$ cat config.mk
export PLATFORM = sky130hd
export DESIGN_NAME = preg_ready_table
export DESIGN_NICKNAME = d
export VERILOG_FILES = /design/src/rtl/preg_ready_table.sv
export SDC_FILE = /design/constraint.sdc
export NUM_CORES = 1
export LEC_CHECK = 0
export ABC_CLOCK_PERIOD_IN_PS = 7000
export BUFFER_PORTS_ARGS = -buffer_cell sky130_fd_sc_hd__buf_2
export CAP_MARGIN = 30
export CORE_MARGIN = 2
export CORE_UTILIZATION = 34
export CTS_BUF_LIST = sky130_fd_sc_hd__clkbuf_2
export DETAILED_ROUTE_END_ITERATION = 8
export PLACE_DENSITY = 0.51
export SYNTH_ARGS = -nofsm -noshare
export SYNTH_HDL_FRONTEND = slang
export SYNTH_SLANG_ARGS = --single-unit
$ cat constraint.sdc
create_clock -name clk -period 7 [get_ports clk]
set_input_delay 0 -clock clk [delete_from_list [all_inputs] [get_ports clk]]
set_output_delay 0 -clock clk [all_outputs]
set_load 0.05 [all_outputs]
$ cat src/rtl/preg_ready_table.sv
// Physical-register readiness scoreboard: rename marks destinations busy, ALU
// wakeups mark them ready, and issue queries readiness with a same-cycle wake bypass.
module preg_ready_table #(
    parameter int FETCH_WIDTH = 2,
    parameter int WAKE_NUM    = 2,
    parameter int PREG_NUM    = 64,
    parameter int PREG_W      = 6
) (
    input  logic                          clk,
    input  logic                          reset,
    input  logic [FETCH_WIDTH-1:0]        alloc_valid,
    input  logic [FETCH_WIDTH*PREG_W-1:0] alloc_preg,
    input  logic [WAKE_NUM-1:0]           wake_valid,
    input  logic [WAKE_NUM*PREG_W-1:0]    wake_preg,
    input  logic                          flush,
    input  logic [FETCH_WIDTH*PREG_W-1:0] psrc1,
    input  logic [FETCH_WIDTH*PREG_W-1:0] psrc2,
    output logic [FETCH_WIDTH-1:0]        v1,
    output logic [FETCH_WIDTH-1:0]        v2,
    output logic [PREG_W:0]               busy_cnt
);

    localparam logic [PREG_W:0] PREG_LIMIT = (PREG_W+1)'(PREG_NUM);

    logic [PREG_NUM-1:0] r_ready;
    logic [PREG_W:0]     r_busy_cnt;
    logic [PREG_NUM-1:0] w_ready_next;
    logic [PREG_W:0]     w_busy_next;

    // Reads see the pre-edge table; a matching wake forces ready so issue can
    // select a consumer in the very cycle its producer broadcasts.
    function automatic logic lookup(
        input logic [PREG_W-1:0]          idx,
        input logic [PREG_NUM-1:0]        rdy,
        input logic [WAKE_NUM-1:0]        wv,
        input logic [WAKE_NUM*PREG_W-1:0] wp
    );
        logic hit;
        if ({1'b0, idx} >= PREG_LIMIT) begin
            hit = 1'b1;
        end else begin
            hit = rdy[idx];
            for (int k = 0; k < WAKE_NUM; k++) begin
                if (wv[k] && (wp[k*PREG_W +: PREG_W] == idx)) begin
                    hit = 1'b1;
                end
            end
        end
        return hit;
    endfunction

    genvar gi;
    generate
        for (gi = 0; gi < FETCH_WIDTH; gi++) begin : g_lane
            assign v1[gi] = lookup(psrc1[gi*PREG_W +: PREG_W], r_ready, wake_valid, wake_preg);
            assign v2[gi] = lookup(psrc2[gi*PREG_W +: PREG_W], r_ready, wake_valid, wake_preg);
        end

        for (gi = 0; gi < PREG_NUM; gi++) begin : g_entry
            localparam logic [PREG_W-1:0] P_IDX = PREG_W'(gi);
            logic w_alloc_hit;
            logic w_wake_hit;

            always_comb begin
                w_alloc_hit = 1'b0;
                w_wake_hit  = 1'b0;
                for (int i = 0; i < FETCH_WIDTH; i++) begin
                    if (alloc_valid[i] && (alloc_preg[i*PREG_W +: PREG_W] == P_IDX)) begin
                        w_alloc_hit = 1'b1;
                    end
                end
                for (int k = 0; k < WAKE_NUM; k++) begin
                    if (wake_valid[k] && (wake_preg[k*PREG_W +: PREG_W] == P_IDX)) begin
                        w_wake_hit = 1'b1;
                    end
                end
            end

            // A new producer beats a stale wake of the same preg; flush beats both.
            assign w_ready_next[gi] = flush       ? 1'b1 :
                                      w_alloc_hit ? 1'b0 :
                                      w_wake_hit  ? 1'b1 : r_ready[gi];
        end
    endgenerate

    always_comb begin
        w_busy_next = '0;
        for (int p = 0; p < PREG_NUM; p++) begin
            w_busy_next = w_busy_next + {{PREG_W{1'b0}}, ~w_ready_next[p]};
        end
    end

    always_ff @(posedge clk) begin
        if (reset) begin
            r_ready    <= '1;
            r_busy_cnt <= '0;
        end else begin
            r_ready    <= w_ready_next;
            r_busy_cnt <= w_busy_next;
        end
    end

    assign busy_cnt = r_busy_cnt;

endmodule

==> results by stage, run 1 <==
Logic synthesis:
- The flip-flop and latch count after synthesis is 71.
- For this run, asynchronously set or reset flops after synthesis account for 0.
- The mapped netlist covers 0.00835 sq mm.
- In this run the mean area of a mapped cell was 8.64 sq um.
- The portion of the post-synthesis area used by sequential elements is 0.170.
- The Yosys step of the flow raised 0 warnings.
- In the synthesized netlist, the cells that appear most often are 164 x sky130_fd_sc_hd__nor2_1, 128 x sky130_fd_sc_hd__o22ai_1, 71 x sky130_fd_sc_hd__dfxtp_1.
- The number of nets produced by synthesis is 1,090.
- Of all cell types, the one taking the most synthesized area is sky130_fd_sc_hd__mux4_2.
- sky130_fd_sc_hd__nor2_1 is the most common cell in the netlist.
- Counting every instance in the synthesized netlist gives 966.
- The netlist uses 43 different library cells.
- For this run, the leading register cell type out of synthesis is sky130_fd_sc_hd__dfxtp_1.
- The synthesized design contains 0 enable-type register cells.
- The area share of the leading cell type in the synthesized netlist is 0.178.
- By area the synthesized netlist is led by sky130_fd_sc_hd__mux4_2 18%, sky130_fd_sc_hd__dfxtp_1 17%, sky130_fd_sc_hd__fa_1 13%.

CTS:
- At the later pin of the worst-skew pair, clock insertion delay measures 560 ps.
- The number of sinks driven by the clock tree is 71.
- The number of buffers inserted by hold repair at cts is 1.
- After clock tree synthesis, the clock-pin slew on the worst setup and hold paths is 260 ps.
- The post-CTS resize count is 0.
- CTS built an H-tree with a depth of 3.
- The clock tree from TritonCTS is done.
- The CTS buffer count is 9.
- The number of setup buffers added after CTS is 0.
- The cell sitting at the root of the clock tree is a sky130_fd_sc_hd__clkbuf_2.
- The maximum clock path buffer count is 2.

STA:
- The time the worst path needs with I/O delays and setup is 6450 ps.
- Static timing analysis puts the maximum clock frequency at 0.155 GHz.
- The share of the cycle needed by the critical path after routing is 0.922.
- In this run the tightest slew margin relative to its limit is 0.546.
- The count of final max-slew check failures is 0.
- The total of endpoints with negative setup slack in the final report is 0.
- The final setup skew is 33.8 ps.
- For the pin with the worst max-slew slack, the measured transition is 680 ps.
- The sum of negative setup slack is 0 ps.
- The total count of hold-check failures in the final report is 0.
- Setup repair after global routing left no endpoint under its margin.

Drt:
- The post-route antenna net violation count is 0.
- The first-pass iteration count of the detailed router is 5.
- The mean number of vias per cell is 6.03.
- Dividing the detail-routed wire length by the instance count gives 25.7 um.
- Detailed routing inserted a total of 8,059 vias.
- The number of DRC violations after detailed-routing iteration 0 is 977.
- The DRC violation count after routing is 0.
- After detailed routing, the total wire length is 34,400 um.

Placed design:
- The detailed placer's ending HPWL is 28,000 um.
- The congestion estimate from routability-driven global placement came to 1.02.
- During placement, the flow inserted port buffers numbering 65.

Layout:
- The growth of design area from synthesis to finish is 10.4%.
- At the end of the flow the core is filled with cells to 0.380.
- The number of nets in the layout is 1,130.
- The share of cells above drive strength 1 is 0.191.

Global routing:
- The number of global-route vias before repair is 7,896.
- The largest net degree at the start of global routing is 58.
- The number of antenna violations at the first check in global routing is 1.
- For this run the aggregate overflow at the end of global routing stands at 0.
- The wire length of the first global-routing pass is 51,700 um.
- Across every metal layer, demand over resource in global routing totals 0.269.

Worst setup path:
- The maximum fanout encountered on the critical timing path is 5.
- The worst reg2reg path endpoint is busy_cnt[6].
- The critical path class is reg -> reg.
- The depth of the most critical reg-to-reg path is 24.
- In this run the critical register-to-register path is launched from r_ready[56].
- The endpoint kind of the worst setup timing path is a flip-flop.
- Data on the critical path arrives at its endpoint at 6980 ps.
- The element type at the critical path start is a flip-flop.
- The worst register-to-register path has a setup slack of 550 ps.
- The worst path required time is 7530 ps.

Die:
- The core region is 0.0242 sq mm.
- For this configuration, the core starts out at a cell density of 0.344.
- The floorplan has 57 rows.
- The die covers 0.0258 sq mm.
- In this run the count of I/O pins placed on the die edge is 66.
- In this run the horizontal extent of the chip is 161 um.
- Measured along the y axis, the die boundary spans 161 um.

Pwr:
- Of the total power, the clock network draws 0.251.
- The part of the total power dissipated in combinational logic is 0.306.
- The maximum vdd ir drop is 56.7 uV.
- The sequential cell fraction of total power is 0.442.
- The internal portion of the total power is 569 uW.
- The power per cell area is 102 mW/mm^2.
- For this design the static power due to leakage is 3.43 nW.
- The reported net switching power is 370 uW.
- The sum of internal, switching and leakage power is 939 uW.
- Of the total power, the share spent switching nets is 0.394.

Outcome:
- The flow ran to the end, and the final reports show no timing, DRC or antenna violations.

Min path:
- In this run the worst hold path is classified as in -> reg.
- Counting instances, the worst hold path has a depth of 5.
- The hold-critical path endpoint is r_ready[23].
- In this run the most critical hold path is launched from alloc_preg[7].

Run:
- Across the run, the number of max-cap violations was 0.
[layer usage]
metal / global-route usage / part of all wire / vias to the layer above
met3: 0.0343 / 0.081 / 77
met1: 0.379 / 0.42 / 3939
met4: 0.105 / 0.042 / 0
met5: 0 / 0 / -
li1: - / - / 3570
met2: 0.421 / 0.45 / 473
[layout make-up]
cell class,count,area (sq um)
timing repair buffer,109,683
antenna,1,2.50
fill,2571,15000
tap,324,405
clock buffer,9,45.0
inverter,54,203
sequential,71,1420
clock inverter,7,61.3
multi-input combinational,761,6400
[cell usage in the layout (no fill, tap or decap), types with 36 or more instances in the layout]
cell                        n
sky130_fd_sc_hd__mux4_2    66
sky130_fd_sc_hd__or3_1     40
sky130_fd_sc_hd__dfxtp_1   71
sky130_fd_sc_hd__o22ai_1  128
sky130_fd_sc_hd__fa_1      54
sky130_fd_sc_hd__nand3_1   36
sky130_fd_sc_hd__nor2_1   164
sky130_fd_sc_hd__inv_1     54
sky130_fd_sc_hd__buf_4     41
sky130_fd_sc_hd__buf_2     65
sky130_fd_sc_hd__nand2_1   46
[worst max-delay path, stage by stage, from the launching register on]
cell	delay, ps
sky130_fd_sc_hd__dfxtp_1	610
sky130_fd_sc_hd__nor2_1	90
sky130_fd_sc_hd__o21bai_1	220
sky130_fd_sc_hd__fa_1	500
sky130_fd_sc_hd__fa_1	520
sky130_fd_sc_hd__inv_1	50
sky130_fd_sc_hd__fa_1	510
sky130_fd_sc_hd__fa_1	560
sky130_fd_sc_hd__inv_1	60
sky130_fd_sc_hd__fa_1	470
sky130_fd_sc_hd__inv_1	50
sky130_fd_sc_hd__fa_1	460
sky130_fd_sc_hd__fa_1	490
sky130_fd_sc_hd__inv_1	50
sky130_fd_sc_hd__fa_1	430
sky130_fd_sc_hd__inv_1	70
sky130_fd_sc_hd__ha_1	160
sky130_fd_sc_hd__inv_1	60
sky130_fd_sc_hd__fa_1	430
sky130_fd_sc_hd__nor2b_1	160
sky130_fd_sc_hd__o21a_1	150
sky130_fd_sc_hd__o21ai_1	70
sky130_fd_sc_hd__a21oi_1	140
sky130_fd_sc_hd__nor2_1	50
sky130_fd_sc_hd__nor2_1	80
[power groups by stage]
stage               combinational [mW]  sequential (mW)  clock, mW
global route                     0.312            0.416      0.263
global placement                 0.285            0.422          0
finish                           0.288            0.415      0.236
detailed placement               0.284            0.422          0
CTS                              0.285            0.415      0.241
floorplan                        0.184            0.431          0
[state kept, by name, indices dropped and copies added, names as in the netlist]
signal	flops
busy_cnt	7
r_ready	64
[logic make-up (layout without fill, tap and decap cells)]
logic type | Yosys count | count (layout) | share of synthesized area
buffers and inverters | 134 | 179 | 0.0632
other | 0 | 1 | 0
multiplexers | 92 | 92 | 0.210
AO/OA/AOI/OAI | 175 | 175 | 0.137
flip-flops | 71 | 71 | 0.170
AND/OR/NAND/NOR | 375 | 375 | 0.216
adder cells (fa/ha/maj) | 69 | 69 | 0.152
XOR/XNOR | 50 | 50 | 0.0525
[worst max-delay path by stage]
stage	startpoint	endpoint	slack [ps]	cells past startpoint
global route	r_ready[54]	busy_cnt[6]	210	24
CTS	r_ready[56]	busy_cnt[6]	520	24
global placement	wake_preg[3]	busy_cnt[6]	120	28
detailed placement	wake_preg[11]	busy_cnt[6]	180	26
floorplan	wake_preg[1]	busy_cnt[6]	540	30
finish	r_ready[56]	busy_cnt[6]	550	24
[stage by stage]
step | hold slack, ps | area [sq um] | std cells | setup slack, ps
6_report | 89.1 | 9220 | 1336 | 547
4_1_cts | 63.4 | 9220 | 1335 | 517
5_1_grt | 83.0 | 9220 | 1336 | 205
3_5_place_dp | 459 | 9100 | 1318 | 185
3_3_place_gp | 459 | 9080 | 1317 | 122
2_1_floorplan | 343 | 8350 | 966 | 540
(Power assumes the default switching activity.)
==> inputs of run 2 (changes only) <==
--- a/config.mk
+++ b/config.mk
@@ -12,6 +12,7 @@
 export CORE_UTILIZATION = 34
 export CTS_BUF_LIST = sky130_fd_sc_hd__clkbuf_2
 export DETAILED_ROUTE_END_ITERATION = 8
+export GPL_TIMING_DRIVEN = 0
 export PLACE_DENSITY = 0.51
 export SYNTH_ARGS = -nofsm -noshare
 export SYNTH_HDL_FRONTEND = slang
==> run 2 against run 1 <==
Against the previous run:
- sequential share of layout area is 0.16 points higher
- largest power group unchanged
- total power is 4.0% higher
- count of clock-buffer cells in the layout stayed put
- combinational power hardly changed
- first-iteration DRC count is 8.4% lower
- clock skew is 1.4 ps lower
- critical path depth is 4 higher
- final cell count is 1.0% higher
==> results by stage, run 2 (synthesis gave the netlist of run 1 again) <==
Pwr:
- The switching part of the total power is 0.362 (was 0.394).
- The maximum vdd ir drop is 56.4 uV (was 56.7 uV).
- The reported net switching power was 353 uW (was 370 uW).
- The part of the power in the clock network is 0.282 (was 0.251).
- The static leakage is 3.32 nW (was 3.43 nW).
- The part of the total power dissipated in combinational logic is 0.294 (was 0.306).
- The sequential cell fraction of total power came to 0.425 (was 0.442).
- The sum of internal, switching and leakage power was 976 uW (was 939 uW).
- The power per cell area came to 107 mW/mm^2 (was 102 mW/mm^2).
- The total internal power came to 623 uW (was 569 uW).

Layout:
- Leading cell types in the layout, fill and taps excluded: 164 x sky130_fd_sc_hd__nor2_1, 128 x sky130_fd_sc_hd__o22ai_1, 71 x sky130_fd_sc_hd__dfxtp_1, 66 x sky130_fd_sc_hd__mux4_2, 56 x sky130_fd_sc_hd__buf_2 (was 164 x sky130_fd_sc_hd__nor2_1, 128 x sky130_fd_sc_hd__o22ai_1, 71 x sky130_fd_sc_hd__dfxtp_1, 66 x sky130_fd_sc_hd__mux4_2, 65 x sky130_fd_sc_hd__buf_2).
- The number of flip-flops under the largest register name is 64 (unchanged).
- The post-route core utilization was 0.376 (was 0.380).
- The area used by sequential logic in the layout is 0.00142 sq mm (unchanged).
- The largest register by flop count is r_ready (unchanged).
- The combined area of the multi-input logic cells is 0.00640 sq mm (unchanged).
- The share of cells above drive strength 1 is 0.149 (was 0.191).
- The number of nets in the layout was 1,145 (was 1,130).
- The number of filler cells placed in the layout is 2,625 (was 2,571).
- The most common cell after layout, fill and taps aside is sky130_fd_sc_hd__nor2_1 (unchanged).
- The post-layout instance count excluding filler cells was 1,350 (was 1,336).
- The post-route cell area is 0.00913 sq mm (was 0.00922 sq mm).
- The growth of design area from synthesis to finish came to 9.34% (was 10.4%).

STA:
- The total count of hold-check failures in the final report is 0 (unchanged).
- The remaining max-slew budget at the tightest pin is 0.464 (was 0.546).
- The time the worst path needs with I/O delays and setup was 6680 ps (was 6450 ps).
- The share of the cycle needed by the critical path after routing came to 0.954 (was 0.922).
- The maximum clock frequency came to 0.150 GHz (was 0.155 GHz).
- The worst hold margin is 21.8 ps (was 89.1 ps).
- The count of final max-slew check failures is 0 (unchanged).
- The total of endpoints with negative setup slack in the final report came to 0 (unchanged).
- The final setup skew came to 32.3 ps (was 33.8 ps).
- The actual transition at the worst max-transition pin is 804 ps (was 680 ps).
- Setup repair after global routing missed its margin: false (unchanged).

Worst setup path:
- The longest individual stage delay on the worst path is 530 ps (was 610 ps).
- The element type at the critical path start is a primary input (was flip-flop).
- The data arrival time of the critical path is 7220 ps (was 6980 ps).
- The maximum fanout encountered on the critical timing path is 10 (was 5).
- The cell repeated most along the worst path is sky130_fd_sc_hd__fa_1 (unchanged).
- The worst path required time is 7540 ps (was 7530 ps).
- The cell at the slowest stage of the critical path was sky130_fd_sc_hd__fa_1 (was sky130_fd_sc_hd__dfxtp_1).
- The endpoint kind of the worst setup timing path is a flip-flop (unchanged).
- The critical path class is in -> reg (was reg -> reg).
- The critical path startpoint is wake_valid[1] (was r_ready[56]).
- The reg-to-reg setup timing slack was 490 ps (was 550 ps).
- The worst reg2reg path endpoint is busy_cnt[6] (unchanged).
- The depth of the most critical reg-to-reg path is 26 (was 24).
- The worst flop-to-flop path startpoint is r_ready[46] (was r_ready[56]).

Die:
- The initial core utilization came to 0.344 (unchanged).
- The die footprint is 0.0258 sq mm (unchanged).
- The number of rows in the core area was 57 (unchanged).
- The width of the die is 161 um (unchanged).
- The height of the die is 161 um (unchanged).
- The placeable core area is 0.0242 sq mm (unchanged).
- The number of primary I/O pins came to 66 (unchanged).

CTS:
- The clock root buffer is sky130_fd_sc_hd__clkbuf_2 (unchanged).
- The CTS buffer count was 9 (unchanged).
- The maximum clock path buffer count is 2 (unchanged).
- The insertion delay to the later sink of the worst-skew pair is 580 ps (was 560 ps).
- The number of sinks driven by the clock tree was 71 (unchanged).
- The clock tree from TritonCTS is done (unchanged).
- The number of H-tree branching levels is 3 (unchanged).
- The post-CTS clock slew at the launch and capture registers of the worst setup and hold paths came to 220 ps (was 260 ps).

Global routing:
- The number of antenna violations at the first check in global routing came to 1 (unchanged).
- The residual overflow from global routing is 0 (unchanged).
- The wire length of the first global-routing pass came to 53,500 um (was 51,700 um).
- The number of global-route vias before repair is 8,223 (was 7,896).
- The largest net degree at the start of global routing is 13 (was 58).
- The total global routing track utilization is 0.284 (was 0.269).

Drt:
- The total via count in the routed design is 8,198 (was 8,059).
- The first-pass iteration count of the detailed router is 5 (unchanged).
- The routed wirelength normalized by instance count is 26.9 um (was 25.7 um).
- The number of DRC violations after detailed-routing iteration 0 was 895 (was 977).
- The total length of routed wires came to 36,300 um (was 34,400 um).
- The post-route antenna net violation count was 0 (unchanged).
- The mean number of vias per cell came to 6.07 (was 6.03).
- The DRC violation count after routing came to 0 (unchanged).

Min path:
- The number of stages on the worst hold path is 2 (was 5).
- The startpoint of the most critical hold path was reset (was alloc_preg[7]).
- The path type of the worst min-delay path is in -> reg (unchanged).
- The hold-critical path endpoint is r_ready[10] (was r_ready[23]).

Placed design:
- The last weighted congestion value of the routability-driven placer was 1.05 (was 1.02).
- The detailed placer's ending HPWL was 29,700 um (was 28,000 um).
- The placed instance count came to 1,332 (was 1,318).
- The number of buffer cells added on primary ports is 42 (was 65).
- The instance area at placement was 0.00896 sq mm (was 0.00910 sq mm).

Outcome:
- Status: completed (unchanged).

Run:
- The reported max-cap violation count is 0 (unchanged).
## run 2: changes by cell type in the layout (fill, tap and decap cells not counted), sizes merged
| cell | change |
|---|---|
| clkinvlp | -1 |
| bufinv | +2 |
| buf | -44 |
| clkinv | +2 |
| inv | -4 |
| clkbuf | +59 |
## run 2: through the flow
stage / setup slack (ps) / setup TNS, ps
after detailed placement: -466 / -1480
final: 322 / 0
after global placement: -452 / -1380
after global routing: 10.2 / 0
after floorplan: 540 / 0
after CTS: 171 / 0
## run 2: how the worst max path moves through the flow
stage	end	slack, ps	cells after the start
floorplan	busy_cnt[6]	540	30
global placement	busy_cnt[6]	-450	31
detailed placement	busy_cnt[6]	-470	31
CTS	busy_cnt[6]	170	31
global route	busy_cnt[6]	10	28
finish	busy_cnt[6]	320	28
## run 2: cell type report
cell class              count  share of cell area
multi-input cells         761               0.701
flip-flops and latches     71               0.156
well taps                 324              0.0444
plain buffers              80              0.0370
repair buffers             44              0.0249
inverters                  54              0.0222
clock inverters             6             0.00946
clock buffers               9             0.00493
diodes                      1            0.000274
## run 2: critical path: cells and delay by family
| kind | cells | cell delay, ps |
|---|---|---|
| fa+ha+maj | 10 | 4500 |
| buf+inv | 8 | 1040 |
| compound gates | 5 | 950 |
| simple gates | 5 | 770 |
## run 2: routing by layer
metal	share of wire	wire (um)	up-vias	GRT usage
li1	-	-	3614	-
met1	0.41	14900	4004	0.376
met2	0.45	16500	480	0.455
met3	0.084	3070	100	0.0504
met4	0.050	1830	0	0.131
met5	0	0	-	0
## run 2: power by group through the flow
| stage | sequential (mW) | clock [mW] | combinational (mW) |
|---|---|---|---|
| CTS | 0.414 | 0.278 | 0.281 |
| global placement | 0.422 | 0 | 0.279 |
| detailed placement | 0.422 | 0 | 0.280 |
| finish | 0.414 | 0.275 | 0.287 |
| floorplan | 0.431 | 0 | 0.184 |
| global route | 0.415 | 0.294 | 0.310 |
## run 2: timing repair
action,CTS,global route
endpoints found under the hold margin,23,0
hold buffers,1,0
setup buffers,0,1
gates resized for setup,0,20
setup endpoints to repair,0,3
